$ cat src/rtl/shift_in_param.sv
// Serial-to-parallel operand capture. A rising edge on sx starts a WIDTH-bit word,
// which is held on x_parallel with fx high until ack.
module shift_in_param #(
    parameter int unsigned WIDTH      = 12,
    parameter bit          MSB_FIRST  = 1'b1,
    parameter bit          RESTART_EN = 1'b1,
    parameter int unsigned CW         = $clog2(WIDTH + 1)
) (
    input  logic             clk,
    input  logic             reset,
    input  logic             x_in,
    input  logic             sx,
    input  logic             ack,
    output logic [WIDTH-1:0] x_parallel,
    output logic             fx,
    output logic             busy,
    output logic [CW-1:0]    bit_count
);

    typedef enum logic [1:0] {
        StIdle     = 2'b00,
        StShifting = 2'b01,
        StDone     = 2'b10
    } state_e;

    state_e           state_q, state_d;
    logic [WIDTH-1:0] x_q, x_d;
    logic [CW-1:0]    cnt_q, cnt_d;
    logic             sx_q;
    logic             armed_q;
    logic             fx_q;
    logic             busy_q;
    logic             start;

    // armed_q blocks a start until sx has been seen low at least once after reset,
    // so sx already high at reset release does not count as an edge.
    assign start = sx & ~sx_q & armed_q;

    always_comb begin
        state_d = state_q;
        x_d     = x_q;
        cnt_d   = cnt_q;
        case (state_q)
            StIdle: begin
                if (start) begin
                    state_d = StShifting;
                    x_d     = '0;
                    cnt_d   = '0;
                end
            end
            StShifting: begin
                if (start && RESTART_EN) begin
                    x_d   = '0;
                    cnt_d = '0;
                end else begin
                    if (MSB_FIRST) begin
                        x_d = {x_q[WIDTH-2:0], x_in};
                    end else begin
                        x_d = {x_in, x_q[WIDTH-1:1]};
                    end
                    cnt_d = cnt_q + 1'b1;
                    if (cnt_q == CW'(WIDTH - 1)) begin
                        state_d = StDone;
                    end
                end
            end
            StDone: begin
                // A new start takes priority over a simultaneous ack.
                if (start) begin
                    state_d = StShifting;
                    x_d     = '0;
                    cnt_d   = '0;
                end else if (ack) begin
                    state_d = StIdle;
                end
            end
            default: begin
                state_d = StIdle;
            end
        endcase
    end

    always_ff @(posedge clk or negedge reset) begin
        if (!reset) begin
            state_q <= StIdle;
            x_q     <= '0;
            cnt_q   <= '0;
            sx_q    <= 1'b0;
            armed_q <= 1'b0;
            fx_q    <= 1'b0;
            busy_q  <= 1'b0;
        end else begin
            state_q <= state_d;
            x_q     <= x_d;
            cnt_q   <= cnt_d;
            sx_q    <= sx;
            armed_q <= armed_q | ~sx;
            fx_q    <= (state_d == StDone);
            busy_q  <= (state_d == StShifting);
        end
    end

    assign x_parallel = x_q;
    assign fx         = fx_q;
    assign busy       = busy_q;
    assign bit_count  = cnt_q;

endmodule
$ cat config.mk
export PLATFORM = sky130hd
export DESIGN_NAME = shift_in_param
export DESIGN_NICKNAME = d
export VERILOG_FILES = /design/src/rtl/shift_in_param.sv
export SDC_FILE = /design/constraint.sdc
export NUM_CORES = 1
export LEC_CHECK = 0
export CORE_MARGIN = 1.5
export CORE_UTILIZATION = 35
export DETAILED_ROUTE_END_ITERATION = 10
export DONT_BUFFER_PORTS = 1
export SLEW_MARGIN = 15
export SYNTH_ARGS = -nofsm -noshare
export SYNTH_HDL_FRONTEND = slang
export SYNTH_SLANG_ARGS = --single-unit
$ cat constraint.sdc
create_clock -name clk -period 1.2 [get_ports clk]
set_input_delay 0.36 -clock clk [delete_from_list [all_inputs] [get_ports clk]]
set_output_delay 0.36 -clock clk [all_outputs]
set_load 0.005 [all_outputs]
==> results.yml <==
synthesis:
  synth_ff_type: "dfrtp_1"
  ys.warnings.count: 0
  yosysUniqueCellTypes: 23
  synth.avg_cell_area_um2: 14.5
  post-synth-top-count-cell: "dfrtp_1"
  synth_top_cell_area_share_pct: 62.2
  synth_area_um2: 885
  synthCells: 61
  yosys.area.top_type: "dfrtp_1"
  yosysSeqAreaShare_pct: 62.2
  synth_edf_count: 0
  netlist_top_cells_count: "22 x dfrtp_1, 13 x a22o_1, 3 x a21oi_1"
  synth_fp_nets: 67
  synth-seq-cells: 22
  synthTopCellsByArea: "dfrtp_1 62%, a22o_1 13%, buf_6 2.5%"
  async_flop_share_pct: 100
grt:
  grt_pass1_vias: 521
  grt.overflow.total: 0
  gr-usage-all-layers_pct: 12.3
  grt_pass1_wl_mm: 2.38
  grt_max_degree: 23
  antenna_found_initial: 0
sta:
  maxSlewViolCount: 0
  period_needed_ns: 1.29
  fin_crit_sh_pct: 108
  hold_viol_final: 0
  fin_hold_ws_ns: 0.0751
  rsz0062_at_grt: "true"
  setup_ws_ns: -0.0917
  worst_slew_pin_slew_ns: 0.243
  max_freq_mhz: 774
  slew_headroom_pct: 83.8
  setup_viol: 16
  skew_ns: 0.00365
power:
  leakage_uw: 0.000515
  intPower_uw: 1650
  combPwrFrac_pct: 34.7
  p_seq_share_pct: 49.1
  ir_drop_uv: 1470
  swShare_pct: 33.1
  netSwitchingPower_uw: 813
  powerDensity_nw_per_um2: 2250
  power_uw: 2460
  power.clock.fraction_pct: 16.2
finish:
  antennaDiodeCount: 0
  fin_nets: 83
  drive_above_1_share_pct: 35.5
  syn_to_final_growth_pct: 23.5
die:
  chipHeight_um: 53.3
  rows: 18
  die_w_um: 53.3
  dieArea_um2: 2840
  ios: 23
  core_um2: 2430
  start_util_pct: 36.4
worst_setup_path:
  cp-end-kind: "register"
  required_ns: 1.40
  cp_max_fo: 6
  critPathLaunchType: "register"
  cp.arrival_ns: 1.49
  crit_type: "register to register"
cts:
  numCtsBuffers: 3
  cts-root-buf: "clkbuf_4"
  insertion_delay_ns: 0.30
  cts_buffer_depth: 2
  cts_tree: "yes"
  clkTransAtPathRegs_ns: 0.12
  clock-sinks: 22
  htree_levels: 1
run_status:
  failed_checks: "setup timing"
  run_status: "finished with violations"
drt:
  drt_iter0_drc: 11
  wl_mm: 1.68
  wl_per_cell_um: 15.8
  drc: 0
  final_antenna_net_count: 0
  firstDrtPassIters: 2
  route.vias.total: 568
  vias_per_cell: 5.36
flow_run:
  max_cap_viol_count: 0
place:
  io_buffers: 0
  gp_congestion: 0.660
  dp_hpwl_mm: 1.11
min_path:
  hold_class: "primary input to register"
-- metrics by stage --
| step | std cells | setup slack (ns) | util, % | TNS, ns | area, µm² |
|---|---|---|---|---|---|
| floorplan | 61 | 0.00207 | - | 0 | 885 |
| global placement | 98 | -0.0852 | 40.4 | -1.19 | 982 |
| detailed placement | 98 | -0.153 | 40.4 | -1.91 | 982 |
| CTS | 103 | -0.0875 | 43.1 | -0.860 | 1050 |
| global route | 106 | -0.138 | 44.9 | -1.82 | 1090 |
| finish | 106 | -0.0917 | 44.9 | -0.833 | 1090 |
-- layout by cell type, fill, tap and decap left out, drive strengths merged --
| cell | n |
|---|---|
| dfrtp | 22 |
| a22o | 13 |
| buf | 13 |
| clkbuf | 4 |
| a21oi | 3 |
| o21ba | 2 |
| a221o | 2 |
| nand2b | 2 |
| nor2 | 2 |
| nor3b | 1 |
| nand3b | 1 |
| and3b | 1 |
| inv | 1 |
| a21boi | 1 |
| nor2b | 1 |
| nor4b | 1 |
| mux2 | 1 |
| nand3 | 1 |
| and2 | 1 |
| nor4 | 1 |
| ha | 1 |
| dlygate4sd3 | 1 |
-- sequential cells by signal (all words and copies together), names as in the netlist --
signal	cells
bit_count	4
x_parallel	12
busy	1
sx_q	1
state_q	2
armed_q	1
fx	1
-- metal layers --
layer  share of wire (%)  global-route usage, %  wire length, µm
met1                  44                   15.7              731
met2                  49                   18.5              825
met3                 7.0                   7.34              118
met4                   0                   1.28                0
met5                   0                      0                0
-- path summary, 6_finish.rpt --
| kind | startpoint | endpoint | slack, ns | depth (start not counted) |
|---|---|---|---|---|
| hold reg to reg | armed_q | armed_q | 0.48 | 1 |
| setup / recovery | bit_count[2] | bit_count[3] | -0.09 | 3 |
| setup reg to reg | bit_count[2] | bit_count[3] | -0.09 | 3 |
| min in group asynchronous | reset | bit_count[3] | 0.48 | 2 |
| max in group asynchronous | reset | bit_count[1] | 0.58 | 2 |
| hold / removal | sx | sx_q | 0.08 | 0 |
-- worst max-delay path: stages (launching register included) --
cell     delay [ns]
dfrtp_1        0.49
nand3_1        0.17
and2_1         0.20
a221o_1        0.33
-- cell type report --
cell class / count / area, µm²
sequential: 22 / 552
clock buffer: 4 / 36.3
inverter: 1 / 3.75
tap: 30 / 37.5
fill: 230 / 1340
multi-input combinational: 35 / 323
timing repair buffer: 14 / 140
-- cell families after synthesis --
group	share of synthesized area [%]
DFF	62.2
AOI/OAI and AO/OA	21.2
and+or+nand+nor	10.3
buffers and inverters	3.53
muxes	1.27
adders and majority gates	1.41
-- power by group through the flow --
stage          clock (µW)  combinational, µW  sequential, µW
2_1_floorplan           0                487            1160
3_3_place_gp            0                704            1200
3_5_place_dp            0                732            1210
4_1_cts               412                789            1200
5_1_grt               456                936            1250
6_report              399                853            1210
-- timing repair --
| item | 4_1_cts | 5_1_grt |
|---|---|---|
| endpoints found under the hold margin | 22 | 22 |
| cloned | 0 | 0 |
| pin swaps | 3 | 2 |
| setup buffers | 1 | 1 |
| resized for setup | 5 | 3 |
| setup endpoints to repair | 17 | 18 |
Note: power is estimated with default switching activity, not from simulation.
